===== src/rtl/regfile_pkg.sv =====
// Shared definitions for the reg_file access controller: FSM states,
// requester ids and the architectural zero address.
package regfile_pkg;

  typedef enum logic {
    ST_CLEAR = 1'b0,
    ST_RUN   = 1'b1
  } state_e;

  localparam logic REQ_CORE = 1'b0;
  localparam logic REQ_ACC  = 1'b1;

  localparam int unsigned ZERO_ADDR = 0;

endpackage


===== src/rtl/rf_wr_arb.sv =====
// Grant generation for the core/accelerator ports, with round-robin
// resolution of same-address write collisions.
module rf_wr_arb
  import regfile_pkg::*;
#(
  parameter int AWIDTH = 5
) (
  input  logic              clk,
  input  logic              rst_n,
  input  logic              en,
  input  logic              core_req,
  input  logic              core_we,
  input  logic [AWIDTH-1:0] core_addr,
  input  logic              acc_req,
  input  logic              acc_we,
  input  logic [AWIDTH-1:0] acc_addr,
  output logic              core_gnt,
  output logic              acc_gnt
);

  logic prio_q;
  logic prio_d;
  logic collide;

  always_comb begin
    collide  = en && core_req && core_we && acc_req && acc_we &&
               (core_addr == acc_addr);
    core_gnt = en && core_req && !(collide && (prio_q == REQ_ACC));
    acc_gnt  = en && acc_req  && !(collide && (prio_q == REQ_CORE));
    // Priority moves to whoever lost, so the next collision goes their way.
    prio_d   = prio_q;
    if (collide) begin
      prio_d = ~prio_q;
    end
  end

  always_ff @(posedge clk) begin
    if (!rst_n) begin
      prio_q <= REQ_CORE;
    end else begin
      prio_q <= prio_d;
    end
  end

endmodule


===== src/rtl/regfile_ctrl.sv =====
// Dual-port reg_file access controller: zero-clears the array after reset,
// then maps core traffic to port A and accelerator traffic to port B.
module regfile_ctrl
  import regfile_pkg::*;
#(
  parameter int DWIDTH   = 64,
  parameter int AWIDTH   = 5,
  parameter int DEPTH    = 2**AWIDTH,
  parameter int ZERO_REG = 1
) (
  input  logic              clk,
  input  logic              rst_n,
  input  logic              core_req,
  input  logic              core_we,
  input  logic [AWIDTH-1:0] core_addr,
  input  logic [DWIDTH-1:0] core_wdata,
  output logic              core_gnt,
  output logic              core_rvalid,
  output logic [DWIDTH-1:0] core_rdata,
  input  logic              acc_req,
  input  logic              acc_we,
  input  logic [AWIDTH-1:0] acc_addr,
  input  logic [DWIDTH-1:0] acc_wdata,
  output logic              acc_gnt,
  output logic              acc_rvalid,
  output logic [DWIDTH-1:0] acc_rdata,
  output logic              rf_wea,
  output logic [AWIDTH-1:0] rf_addra,
  output logic [DWIDTH-1:0] rf_dina,
  input  logic [DWIDTH-1:0] rf_douta,
  output logic              rf_web,
  output logic [AWIDTH-1:0] rf_addrb,
  output logic [DWIDTH-1:0] rf_dinb,
  input  logic [DWIDTH-1:0] rf_doutb,
  output logic              init_done
);

  localparam int HALF = DEPTH / 2;

  state_e            state_q, state_d;
  logic [AWIDTH-1:0] cnt_q, cnt_d;
  logic              init_done_q, init_done_d;
  logic              core_rvalid_q, core_rvalid_d;
  logic              acc_rvalid_q, acc_rvalid_d;
  logic              core_zero_q, core_zero_d;
  logic              acc_zero_q, acc_zero_d;
  logic              run_en;
  logic              core_at_zero;
  logic              acc_at_zero;

  assign run_en       = rst_n && (state_q == ST_RUN);
  assign core_at_zero = (ZERO_REG != 0) && (core_addr == AWIDTH'(ZERO_ADDR));
  assign acc_at_zero  = (ZERO_REG != 0) && (acc_addr == AWIDTH'(ZERO_ADDR));

  rf_wr_arb #(.AWIDTH(AWIDTH)) u_arb (
    .clk       (clk),
    .rst_n     (rst_n),
    .en        (run_en),
    .core_req  (core_req),
    .core_we   (core_we),
    .core_addr (core_addr),
    .acc_req   (acc_req),
    .acc_we    (acc_we),
    .acc_addr  (acc_addr),
    .core_gnt  (core_gnt),
    .acc_gnt   (acc_gnt)
  );

  always_comb begin
    state_d       = state_q;
    cnt_d         = cnt_q;
    init_done_d   = init_done_q;
    rf_wea        = 1'b0;
    rf_web        = 1'b0;
    rf_addra      = core_addr;
    rf_addrb      = acc_addr;
    rf_dina       = core_wdata;
    rf_dinb       = acc_wdata;
    core_rvalid_d = core_gnt && !core_we;
    acc_rvalid_d  = acc_gnt && !acc_we;
    core_zero_d   = core_gnt && !core_we && core_at_zero;
    acc_zero_d    = acc_gnt && !acc_we && acc_at_zero;
    unique case (state_q)
      ST_CLEAR: begin
        // Port A sweeps the lower half, port B the upper half.
        rf_wea   = rst_n;
        rf_web   = rst_n;
        rf_addra = cnt_q;
        rf_addrb = cnt_q + AWIDTH'(HALF);
        rf_dina  = '0;
        rf_dinb  = '0;
        cnt_d    = cnt_q + AWIDTH'(1);
        if (cnt_q == AWIDTH'(HALF - 1)) begin
          state_d     = ST_RUN;
          init_done_d = 1'b1;
        end
      end
      ST_RUN: begin
        rf_wea = core_gnt && core_we && !core_at_zero;
        rf_web = acc_gnt && acc_we && !acc_at_zero;
      end
      default: state_d = ST_CLEAR;
    endcase
  end

  always_ff @(posedge clk) begin
    if (!rst_n) begin
      state_q       <= ST_CLEAR;
      cnt_q         <= '0;
      init_done_q   <= 1'b0;
      core_rvalid_q <= 1'b0;
      acc_rvalid_q  <= 1'b0;
      core_zero_q   <= 1'b0;
      acc_zero_q    <= 1'b0;
    end else begin
      state_q       <= state_d;
      cnt_q         <= cnt_d;
      init_done_q   <= init_done_d;
      core_rvalid_q <= core_rvalid_d;
      acc_rvalid_q  <= acc_rvalid_d;
      core_zero_q   <= core_zero_d;
      acc_zero_q    <= acc_zero_d;
    end
  end

  assign init_done   = init_done_q;
  assign core_rvalid = core_rvalid_q;
  assign acc_rvalid  = acc_rvalid_q;
  assign core_rdata  = core_zero_q ? '0 : rf_douta;
  assign acc_rdata   = acc_zero_q ? '0 : rf_doutb;

endmodule


===== config.mk =====
export PLATFORM = sky130hd
export DESIGN_NAME = regfile_ctrl
export DESIGN_NICKNAME = d
export VERILOG_FILES = /design/src/rtl/regfile_pkg.sv /design/src/rtl/rf_wr_arb.sv /design/src/rtl/regfile_ctrl.sv
export SDC_FILE = /design/constraint.sdc
export NUM_CORES = 1
export LEC_CHECK = 0
export CELL_PAD_IN_SITES_DETAIL_PLACEMENT = 1
export CELL_PAD_IN_SITES_GLOBAL_PLACEMENT = 2
export CORE_AREA = 2 2 211 213
export DETAILED_ROUTE_END_ITERATION = 10
export DIE_AREA = 0 0 213 215
export MAX_ROUTING_LAYER = met4
export PLACE_DENSITY = 0.86
export REMOVE_ABC_BUFFERS = 1
export SETUP_SLACK_MARGIN = 0.15
export SLEW_MARGIN = 20
export SYNTH_ARGS = -nofsm -noshare
export SYNTH_HDL_FRONTEND = slang
export SYNTH_SLANG_ARGS = --single-unit
export TNS_END_PERCENT = 20

===== constraint.sdc =====
create_clock -name clk -period 1.68 [get_ports clk]
set_input_delay 0.336 -clock clk [delete_from_list [all_inputs] [get_ports clk]]
set_output_delay 0.336 -clock clk [all_outputs]
set_load 0.02 [all_outputs]

==> flow_summary.json <==
{
  "start_util_pct": 5.45,
  "required_ps": 1340,
  "violations": "setup timing",
  "power_density_nw_per_um2": 230,
  "min_period_ps": 1790,
  "clock_latency_ps": 250,
  "fmax_mhz": 559,
  "dpl.hpwl_mm": 22.3,
  "hold_violations": 0,
  "place_inst": 1533,
  "synth-compound-area-share_pct": 2.63,
  "tightest_slew_ps": 315,
  "syn_area_um2": 2380,
  "rsz0062_at_grt": "yes",
  "die_h_um": 215,
  "dieArea_um2": 45800,
  "critPathKind": "input pin to primary output",
  "yosys_warnings": 0,
  "synth_seq_cells": 12,
  "synthAdderAreaFrac_pct": 1.05,
  "setup_tns_ps": -287,
  "finalNetCount": 1244,
  "final_common_cell": "clkdlybuf4s50_1",
  "first_global_vias": 4854,
  "clockBufferDepth": 2,
  "routed_wl_mm": 26.4,
  "area.growth.synth_to_final_pct": 300,
  "numPortBuffers": 544,
  "setup.worst_path.start_class": "input pin",
  "synth_mux_area_share_pct": 0.421,
  "yosysSeqAreaShare_pct": 10.1,
  "grt_first_pass_wirelength_mm": 34.8,
  "synth_top_family_by_area": "simple AND/OR/NAND/NOR gates",
  "crit_path_max_fanout": 2,
  "synth_xor_area_share_pct": 2.94,
  "drt_pre_antenna_iters": 4,
  "synthArstFlopShare_pct": 0,
  "gr-usage-all-layers_pct": 10.6,
  "synthSimpleGateAreaFrac_pct": 77.5,
  "cts_tree": "done",
  "cts_buffers": 3,
  "synthCells": 377,
  "ctsHoldBuffers": 0,
  "vias_per_cell": 3.11,
  "dieWidth_um": 213,
  "io-pin-count": 545,
  "antenna_found_initial": 4,
  "synthDistinctLibCells": 26,
  "vias": 4864,
  "clkSinkCount": 12,
  "routedWlPerCell_um": 16.9,
  "htree_levels": 1,
  "max_slew_margin_pct": 79.0,
  "ir_drop_uv": 313,
  "period_share_pct": 107,
  "final_cell_mix": "255 x clkdlybuf4s50_1, 139 x buf_6, 117 x nor2b_1",
  "maxCapViolCount": 0,
  "critPathCaptureType": "primary output",
  "crit_arrival_ps": 1450,
  "layout.cells.non_filler": 1564,
  "drive_gt1_share_pct": 49.8,
  "ys.flop_type": "dfxtp_1",
  "overflow": 0,
  "ant_nets": 0,
  "grt_start_max_net_pins": 41,
  "synth-edff-count": 0,
  "slew_viol_final": 0,
  "setup_violations": 5,
  "drc": 0,
  "clkSlewWorstSetupHoldPaths_ps": 50,
  "leakage_uw": 0.00433,
  "skew_ps": 4.06,
  "run_status": "complete, but fails checks",
  "avgSynthCellArea_um2": 6.31,
  "cts_root_buf": "clkbuf_16",
  "postLayoutSetupSlackWorst_ps": -110,
  "drtIter0Drc": 79,
  "hold_path.class": "register to register",
  "num_rows": 77,
  "gp_congestion": 0.883,
  "coreArea_um2": 43600
}
## logic make-up (layout without fill, tap and decap cells)
| family | after synthesis | after routing |
|---|---|---|
| XOR/XNOR | 8 | 8 |
| other | 0 | 3 |
| AND/OR/NAND/NOR | 311 | 311 |
| flip-flops | 12 | 12 |
| adder cells (fa/ha/maj) | 2 | 2 |
| AO/OA/AOI/OAI | 10 | 10 |
| multiplexers | 1 | 1 |
| buffers and inverters | 33 | 625 |
## final timing paths
kind	start	end	slack (ps)	cells past startpoint
setup reg to reg	cnt_q[0]$_SDFFE_PN0N_	cnt_q[4]$_SDFFE_PN0N_	330	4
setup / recovery	acc_addr[0]	acc_gnt	-110	9
hold reg to reg	init_done$_SDFFE_PN0P_	init_done$_SDFFE_PN0P_	470	2
hold / removal	init_done$_SDFFE_PN0P_	init_done$_SDFFE_PN0P_	470	2
## metrics by stage
stage	cell area [um^2]	util, %	hold WS, ps	total power, uW	worst slack [ps]
floorplan	2260	-	408	695	-1270
global placement	8940	20.5	462	1770	-987
detailed placement	8940	20.5	471	1790	-1030
CTS	9130	20.9	487	2210	-132
global route	9520	21.8	502	2310	-211
finish	9520	21.8	469	2190	-110
## flip-flops by register name (all words and copies together) (netlist names)
register / flops
cnt_q: 5
u_arb.prio_q: 1
acc_rvalid: 1
core_zero_q: 1
state_q: 1
core_rvalid: 1
acc_zero_q: 1
init_done: 1
## timing repair
item	in CTS	in global routing
endpoints found under the setup margin	273	273
pin swaps	13	20
resized for setup	795	540
cloned	2	5
buffers inserted	12	5
## layout make-up
type,count,area (um^2)
Fill cell,5188,34100
Timing Repair Buffer,618,5960
Multi-Input combinational cell,332,2460
Tap cell,592,741
Sequential cell,12,251
Clock buffer,4,88.8
Inverter,3,13.8
Antenna cell,3,7.51
## cells in the mapped netlist, types with 2 or more instances
library cell | number | area (um^2)
nor2_1 | 14 | 52.6
nand4_1 | 2 | 12.5
o21ai_0 | 2 | 10.0
ha_1 | 2 | 25.0
clkbuf_1 | 27 | 101
xnor2_1 | 6 | 52.6
nand2_1 | 25 | 93.8
dfxtp_1 | 12 | 240
buf_2 | 3 | 15.0
nor2b_1 | 129 | 807
nor3_1 | 4 | 20.0
xor2_1 | 2 | 17.5
a21oi_1 | 3 | 15.0
and3_1 | 2 | 12.5
nor4_1 | 2 | 12.5
nand3_1 | 4 | 20.0
inv_1 | 2 | 7.51
and2_1 | 128 | 801
## report_power, final
part	leakage (uW)	internal, uW	switching (uW)
Clock	0.0000442	361	138
Sequential	0.0000997	287	6.19
Combinational	0.00419	849	547
Total	0.00433	1500	691
## worst max-delay path, cell delays in order
cell and delay (ps):
buf_6 100, xnor2_2 150, buf_4 150, nand4_4 120
buf_6 140, nor4_4 140, buf_4 150, nor2_2 30
buf_6 130
## routing by layer
| metal | vias up | GRT usage [%] | wire length [um] |
|---|---|---|---|
| met5 | - | - | 0 |
| met4 | 0 | 0.676 | 137 |
| met3 | 12 | 3.14 | 2380 |
| met2 | 228 | 18.8 | 13300 |
| met1 | 2290 | 12.2 | 10500 |
| li1 | 2334 | - | - |
Power figures use the tool's default switching activity.
